**config.mk**
```make
export PLATFORM = sky130hd
export DESIGN_NAME = bitonic_sort_seq
export DESIGN_NICKNAME = d
export VERILOG_FILES = /design/src/rtl/bitonic_sort_seq.sv
export SDC_FILE = /design/constraint.sdc
export NUM_CORES = 1
export LEC_CHECK = 0
export ABC_AREA = 1
export BUFFER_PORTS_ARGS = -buffer_cell sky130_fd_sc_hd__buf_2
export CAP_MARGIN = 20
export CORE_MARGIN = 2
export CORE_UTILIZATION = 34
export CTS_CLUSTER_DIAMETER = 50
export DETAILED_ROUTE_END_ITERATION = 12
export GPL_TIMING_DRIVEN = 1
export HOLD_SLACK_MARGIN = 0.05
export PLACE_DENSITY = 0.53
export SLEW_MARGIN = 10
export SYNTH_ARGS = -nofsm -noshare
export SYNTH_HDL_FRONTEND = slang
export SYNTH_SLANG_ARGS = --single-unit
export TNS_END_PERCENT = 30
```
**constraint.sdc**
```tcl
create_clock -name clk -period 3.3 [get_ports clk]
set_input_delay 0.165 -clock clk [delete_from_list [all_inputs] [get_ports clk]]
set_output_delay 0.165 -clock clk [all_outputs]
set_load 0.03 [all_outputs]
```
**src/rtl/bitonic_sort_seq.sv**
```systemverilog
`default_nettype none
// ============================================================================
//  Module   : bitonic_sort_seq
//  Purpose  : Sequenced 8-entry bitonic sorter. Eight values are collected
//             over a valid/ready stream and sorted in place by one shared
//             layer of four compare-exchange units. That layer is stepped
//             through the six bitonic layers, one layer per clock, and the
//             result is then streamed out.
//  Revision : 1.0  initial release
// ----------------------------------------------------------------------------
//  Parameters
//    DATA_W     width of each value (unsigned compare)
//    ASCEND     1: smallest value first, 0: largest value first
//  Ports
//    clk        clock, all state on the rising edge
//    rst_n      asynchronous active-low reset
//    in_valid   input beat valid
//    in_data    input value
//    in_ready   block accepts an input beat (LOAD)
//    out_valid  output beat valid (DRAIN)
//    out_data   sorted value, zero when out_valid is low
//    out_ready  sink accepts the output beat
//    out_last   high with out_valid on the 8th output beat
//    busy       a batch is in progress
// ============================================================================
module bitonic_sort_seq #(
    parameter int DATA_W = 8,
    parameter bit ASCEND = 1'b1
) (
    input  logic              clk,
    input  logic              rst_n,
    input  logic              in_valid,
    input  logic [DATA_W-1:0] in_data,
    output logic              in_ready,
    output logic              out_valid,
    output logic [DATA_W-1:0] out_data,
    input  logic              out_ready,
    output logic              out_last,
    output logic              busy
);

    typedef enum logic [1:0] {
        S_LOAD  = 2'd0,
        S_SORT  = 2'd1,
        S_DRAIN = 2'd2
    } state_t;

    localparam logic [2:0] c_LAST_IDX  = 3'd7;
    localparam logic [2:0] c_LAST_LAY  = 3'd5;

    state_t            r_state;
    state_t            w_state_next;
    logic [DATA_W-1:0] r_data [0:7];
    logic [DATA_W-1:0] w_sorted [0:7];
    logic [2:0]        r_cnt;
    logic [2:0]        r_lay;
    logic [2:0]        w_idx_a [0:3];
    logic [2:0]        w_idx_b [0:3];
    logic [2:0]        w_rd_idx;

    // Pair selection for the shared comparator row. Layers 0, 2 and 5 all use
    // the adjacent pairing; 1 and 3 are the mirrored (flip) stages; 4 is the
    // distance-2 half cleaner.
    always_comb begin
        for (int k = 0; k < 4; k++) begin
            w_idx_a[k] = 3'(2 * k);
            w_idx_b[k] = 3'(2 * k + 1);
        end
        case (r_lay)
            3'd1: begin
                w_idx_a[0] = 3'd0; w_idx_b[0] = 3'd3;
                w_idx_a[1] = 3'd1; w_idx_b[1] = 3'd2;
                w_idx_a[2] = 3'd4; w_idx_b[2] = 3'd7;
                w_idx_a[3] = 3'd5; w_idx_b[3] = 3'd6;
            end
            3'd3: begin
                w_idx_a[0] = 3'd0; w_idx_b[0] = 3'd7;
                w_idx_a[1] = 3'd1; w_idx_b[1] = 3'd6;
                w_idx_a[2] = 3'd2; w_idx_b[2] = 3'd5;
                w_idx_a[3] = 3'd3; w_idx_b[3] = 3'd4;
            end
            3'd4: begin
                w_idx_a[0] = 3'd0; w_idx_b[0] = 3'd2;
                w_idx_a[1] = 3'd1; w_idx_b[1] = 3'd3;
                w_idx_a[2] = 3'd4; w_idx_b[2] = 3'd6;
                w_idx_a[3] = 3'd5; w_idx_b[3] = 3'd7;
            end
            default: ;
        endcase
    end

    // Pairs within one layer are disjoint, so the four exchanges never collide.
    // Strict compare leaves equal values where they are.
    always_comb begin
        for (int i = 0; i < 8; i++) begin
            w_sorted[i] = r_data[i];
        end
        for (int k = 0; k < 4; k++) begin
            if (r_data[w_idx_a[k]] > r_data[w_idx_b[k]]) begin
                w_sorted[w_idx_a[k]] = r_data[w_idx_b[k]];
                w_sorted[w_idx_b[k]] = r_data[w_idx_a[k]];
            end
        end
    end

    always_comb begin
        w_state_next = r_state;
        case (r_state)
            S_LOAD:  if (in_valid && (r_cnt == c_LAST_IDX)) w_state_next = S_SORT;
            S_SORT:  if (r_lay == c_LAST_LAY) w_state_next = S_DRAIN;
            S_DRAIN: if (out_ready && (r_cnt == c_LAST_IDX)) w_state_next = S_LOAD;
            default: w_state_next = S_LOAD;
        endcase
    end

    always_ff @(posedge clk or negedge rst_n) begin
        if (!rst_n) begin
            r_state <= S_LOAD;
            r_cnt   <= 3'd0;
            r_lay   <= 3'd0;
            for (int i = 0; i < 8; i++) begin
                r_data[i] <= '0;
            end
        end else begin
            r_state <= w_state_next;
            case (r_state)
                S_LOAD: begin
                    if (in_valid) begin
                        r_data[r_cnt] <= in_data;
                        // 7 -> 0 wrap leaves the counter ready for DRAIN
                        r_cnt         <= r_cnt + 3'd1;
                        if (r_cnt == c_LAST_IDX) begin
                            r_lay <= 3'd0;
                        end
                    end
                end
                S_SORT: begin
                    for (int i = 0; i < 8; i++) begin
                        r_data[i] <= w_sorted[i];
                    end
                    r_lay <= r_lay + 3'd1;
                end
                S_DRAIN: begin
                    if (out_ready) begin
                        r_cnt <= r_cnt + 3'd1;
                    end
                end
                default: ;
            endcase
        end
    end

    assign w_rd_idx  = ASCEND ? r_cnt : (c_LAST_IDX - r_cnt);
    assign in_ready  = (r_state == S_LOAD);
    assign out_valid = (r_state == S_DRAIN);
    assign out_data  = out_valid ? r_data[w_rd_idx] : '0;
    assign out_last  = out_valid && (r_cnt == c_LAST_IDX);
    assign busy      = (r_state != S_LOAD) || (r_cnt != 3'd0);

endmodule
`default_nettype wire

```
==> run_results.csv <==
group,metric,value,unit
sta,tightest_slew,1.11,ns
logic_synthesis,synth_area,9000,um2
drt,drt_iter0_markers,1634,
global_route,first_global_vias,12400,
sta,setup_viol,64,
setup_path,rr_startpoint,"r_lay[0]",
floorplan,die_w,167,um
sta,fin_tns_setup,-11.53,ns
floorplan,fp.dieH,167,um
setup_path,critical_path.endpoint,"r_data[56]",
floorplan,num_rows,59,
clocking,cts_buffers,9,
logic_synthesis,synthesis.nets,1618,
logic_synthesis,synth-seq-cells,72,
status,status,"finished with violations",
drt,vias_per_cell,5.99,
setup_path,r2r_end,"r_data[56]",
logic_synthesis,yosysWarnings,0,
placement,gp_congestion,1.10,
clocking,cts.sinks,72,
setup_path,ff2ff_path_depth,24,
global_route,overflow,0,
floorplan,initial_core_util,34.6,%
logic_synthesis,yosysUniqueCellTypes,41,
global_route,antenna_found_initial,4,
global_route,grt_usage,38.4,%
drt,via_count,13200,
setup_path,rrSetupSlack,-0.28,ns
setup_path,cp_max_fo,15,
clocking,cts_tree,"built",
final_layout,antenna_cells,0,
sta,rsz0062_at_grt,"yes",
worst_hold_path,min-delay-path-class,"in2reg",
final_layout,final_common_cell,"nand2_1",
setup_path,required,3.58,ns
sta,fmax,279,MHz
placement,io_buffers,23,
final_layout,n_fill_cell,2732,
final_layout,stdcell_area,13500,um2
floorplan,io_pins,24,
drt,drc,0,
sta,fin_worst_skew,0.00843,ns
sta,post-route-min-period,3.58,ns
drt,wire_per_inst,24.9,um
logic_synthesis,synth_area_leaders,"nand2_1, dfrtp_1, a21oi_1",
placement,hpwl,41.0,mm
logic_synthesis,synthCells,1566,
final_layout,drive_above_1_share,31.6,%
global_route,grt_pass1_wl,79.6,mm
clocking,cts_root_buf,"clkbuf_16",
sta,relSlewSlack,25.7,%
clocking,h-tree-depth,3,
final_layout,layout_common_cells,"nand2_1, buf_4, a21oi_1",
setup_path,cp-startpoint,"r_lay[0]",
placement,postPlaceCellArea,11300,um2
run,max_cap_violations,0,
sta,slew_violations,0,
logic_synthesis,avgSynthCellArea,5.75,um2
status,violations,"setup timing",
drt,antenna_left,0,
final_layout,synthToLayoutAreaGrowth,49.5,%
final_layout,multi_input_area,7130,um2
drt,routed_wl,54.9,mm
final_layout,finalNetCount,1916,
global_route,grt_max_degree,73,
sta,finalHoldViolCount,0,
sta,timing.final.crit_share,109,%
clocking,cts_buffer_depth,2,
setup_path,critPathArrivalTime,3.87,ns
clocking,worstSkewPairLatency,0.36,ns
logic_synthesis,synth-seq-area-share,20.0,%
setup_path,setup.worst_path.start_class,"flop",
floorplan,core_area,26000,um2
sta,fin_ws,-0.283,ns
final_layout,seqCellArea,1800,um2
setup_path,worstSetupPathType,"reg2reg",
drt,drt_first_pass_iters,6,
clocking,clk_pin_slew_worst_paths,0.07,ns
logic_synthesis,synth_top_area_cell,"nand2_1",
logic_synthesis,synth_top_area_share,20.8,%
setup_path,cp-end-kind,"flop",
floorplan,dieArea,27800,um2
## worst min path at each step
stage | startpoint | endpoint | slack [ns] | depth (start not counted)
2_1_floorplan | rst_n | r_cnt[0] | -0.13 | 0
3_5_place_dp | rst_n | r_data[59] | 0.43 | 1
5_1_grt | in_data[4] | r_data[52] | 0.11 | 3
6_report | in_data[0] | r_data[48] | 0.09 | 3
4_1_cts | in_data[0] | r_data[48] | 0.08 | 3
3_3_place_gp | rst_n | r_data[58] | 0.41 | 1
## routing by layer
metal	wire length [um]	GRT usage, %	vias up
met3	5720	7.30	284
met5	15	0	-
met1	21500	49.8	6147
li1	-	-	5857
met2	22800	57.3	908
met4	4800	26.7	2
## cell usage after synthesis
| master | instances |
|---|---|
| clkbuf_1 | 34 |
| a221oi_1 | 7 |
| or2_0 | 1 |
| dfrtp_1 | 72 |
| inv_4 | 1 |
| nor2_1 | 106 |
| buf_6 | 3 |
| or2_2 | 3 |
| nand2_2 | 8 |
| buf_4 | 8 |
| nor2_8 | 1 |
| inv_1 | 162 |
| nor3_2 | 1 |
| o21ai_2 | 11 |
| a21o_1 | 2 |
| nand3_2 | 2 |
| a21oi_1 | 199 |
| nand2_1 | 499 |
| buf_1 | 5 |
| a31oi_1 | 6 |
| nor2_2 | 8 |
| o22ai_1 | 15 |
| nor2_4 | 7 |
| and2_1 | 3 |
| o2111ai_1 | 4 |
| xor2_1 | 1 |
| o21ai_0 | 139 |
| o31ai_1 | 1 |
| nand2_4 | 1 |
| o211ai_1 | 28 |
| ha_1 | 40 |
| inv_2 | 6 |
| a22oi_1 | 15 |
| buf_2 | 14 |
| clkinv_1 | 6 |
| a41oi_1 | 6 |
| nand4_1 | 32 |
| nor3_1 | 11 |
| nand3_1 | 74 |
| o21a_1 | 1 |
| o21ai_1 | 23 |
## layout make-up
class | instances | share of cell area (%)
multi-input combinational | 1256 | 53.0
clock buffer | 9 | 1.67
inverter | 175 | 5.10
timing repair buffer | 350 | 22.7
sequential | 72 | 13.4
tap | 335 | 3.12
clock inverter | 7 | 1.07
## cells by family after synthesis
group                      count (synthesis)  share of synthesized area (%)
AOI/OAI and AO/OA                        457                           28.2
xor gates and xnor gates                   1                         0.0974
adders and majority gates                 40                           5.56
buffers and inverters                    239                           10.8
DFF                                       72                           20.0
and+or+nand+nor                          757                           35.3
## registers in the layout, indices dropped and copies added, names as in the netlist
signal,flops
r_state,2
r_cnt,3
r_lay,3
r_data,64
## timing repair
action / CTS / global route
gates cloned: 4 / 3
setup buffers: 58 / 10
gates resized for setup: 190 / 117
setup endpoints to repair: 64 / 64
pin swaps: 58 / 56
hold buffers: 1 / 0
endpoints found under the hold margin: 13 / 0
## through the flow
| step | std cells | utilization, % | hold slack (ns) | setup WS, ns |
|---|---|---|---|---|
| floorplan | 1566 | - | -0.131 | -0.0467 |
| global placement | 2114 | 43.6 | 0.406 | -0.716 |
| detailed placement | 2114 | 43.6 | 0.429 | -0.725 |
| CTS | 2191 | 49.7 | 0.0808 | -0.201 |
| global route | 2204 | 51.8 | 0.108 | -0.439 |
| finish | 2204 | 51.8 | 0.0865 | -0.283 |
## critical path: stages (launching register included)
cell and delay [ns]:
dfrtp_2 0.45, buf_6 0.13, ha_4 0.17, buf_4 0.13
inv_2 0.05, nor2_4 0.05, nor2_4 0.26, nor2_8 0.08
buf_6 0.14, nand3_2 0.09, o211ai_1 0.16, ha_1 0.36
nand2_2 0.09, nor2_4 0.13, nand4_1 0.12, buf_6 0.15
nand2_8 0.13, buf_12 0.13, clkinv_8 0.07, buf_12 0.14
nand2_1 0.06, o21ai_0 0.07, nand2_1 0.06, o211ai_1 0.08
a21oi_1 0.19
Power is not shown: default switching activity piles up to over one toggle a cycle in this logic, so the estimate is an artifact.
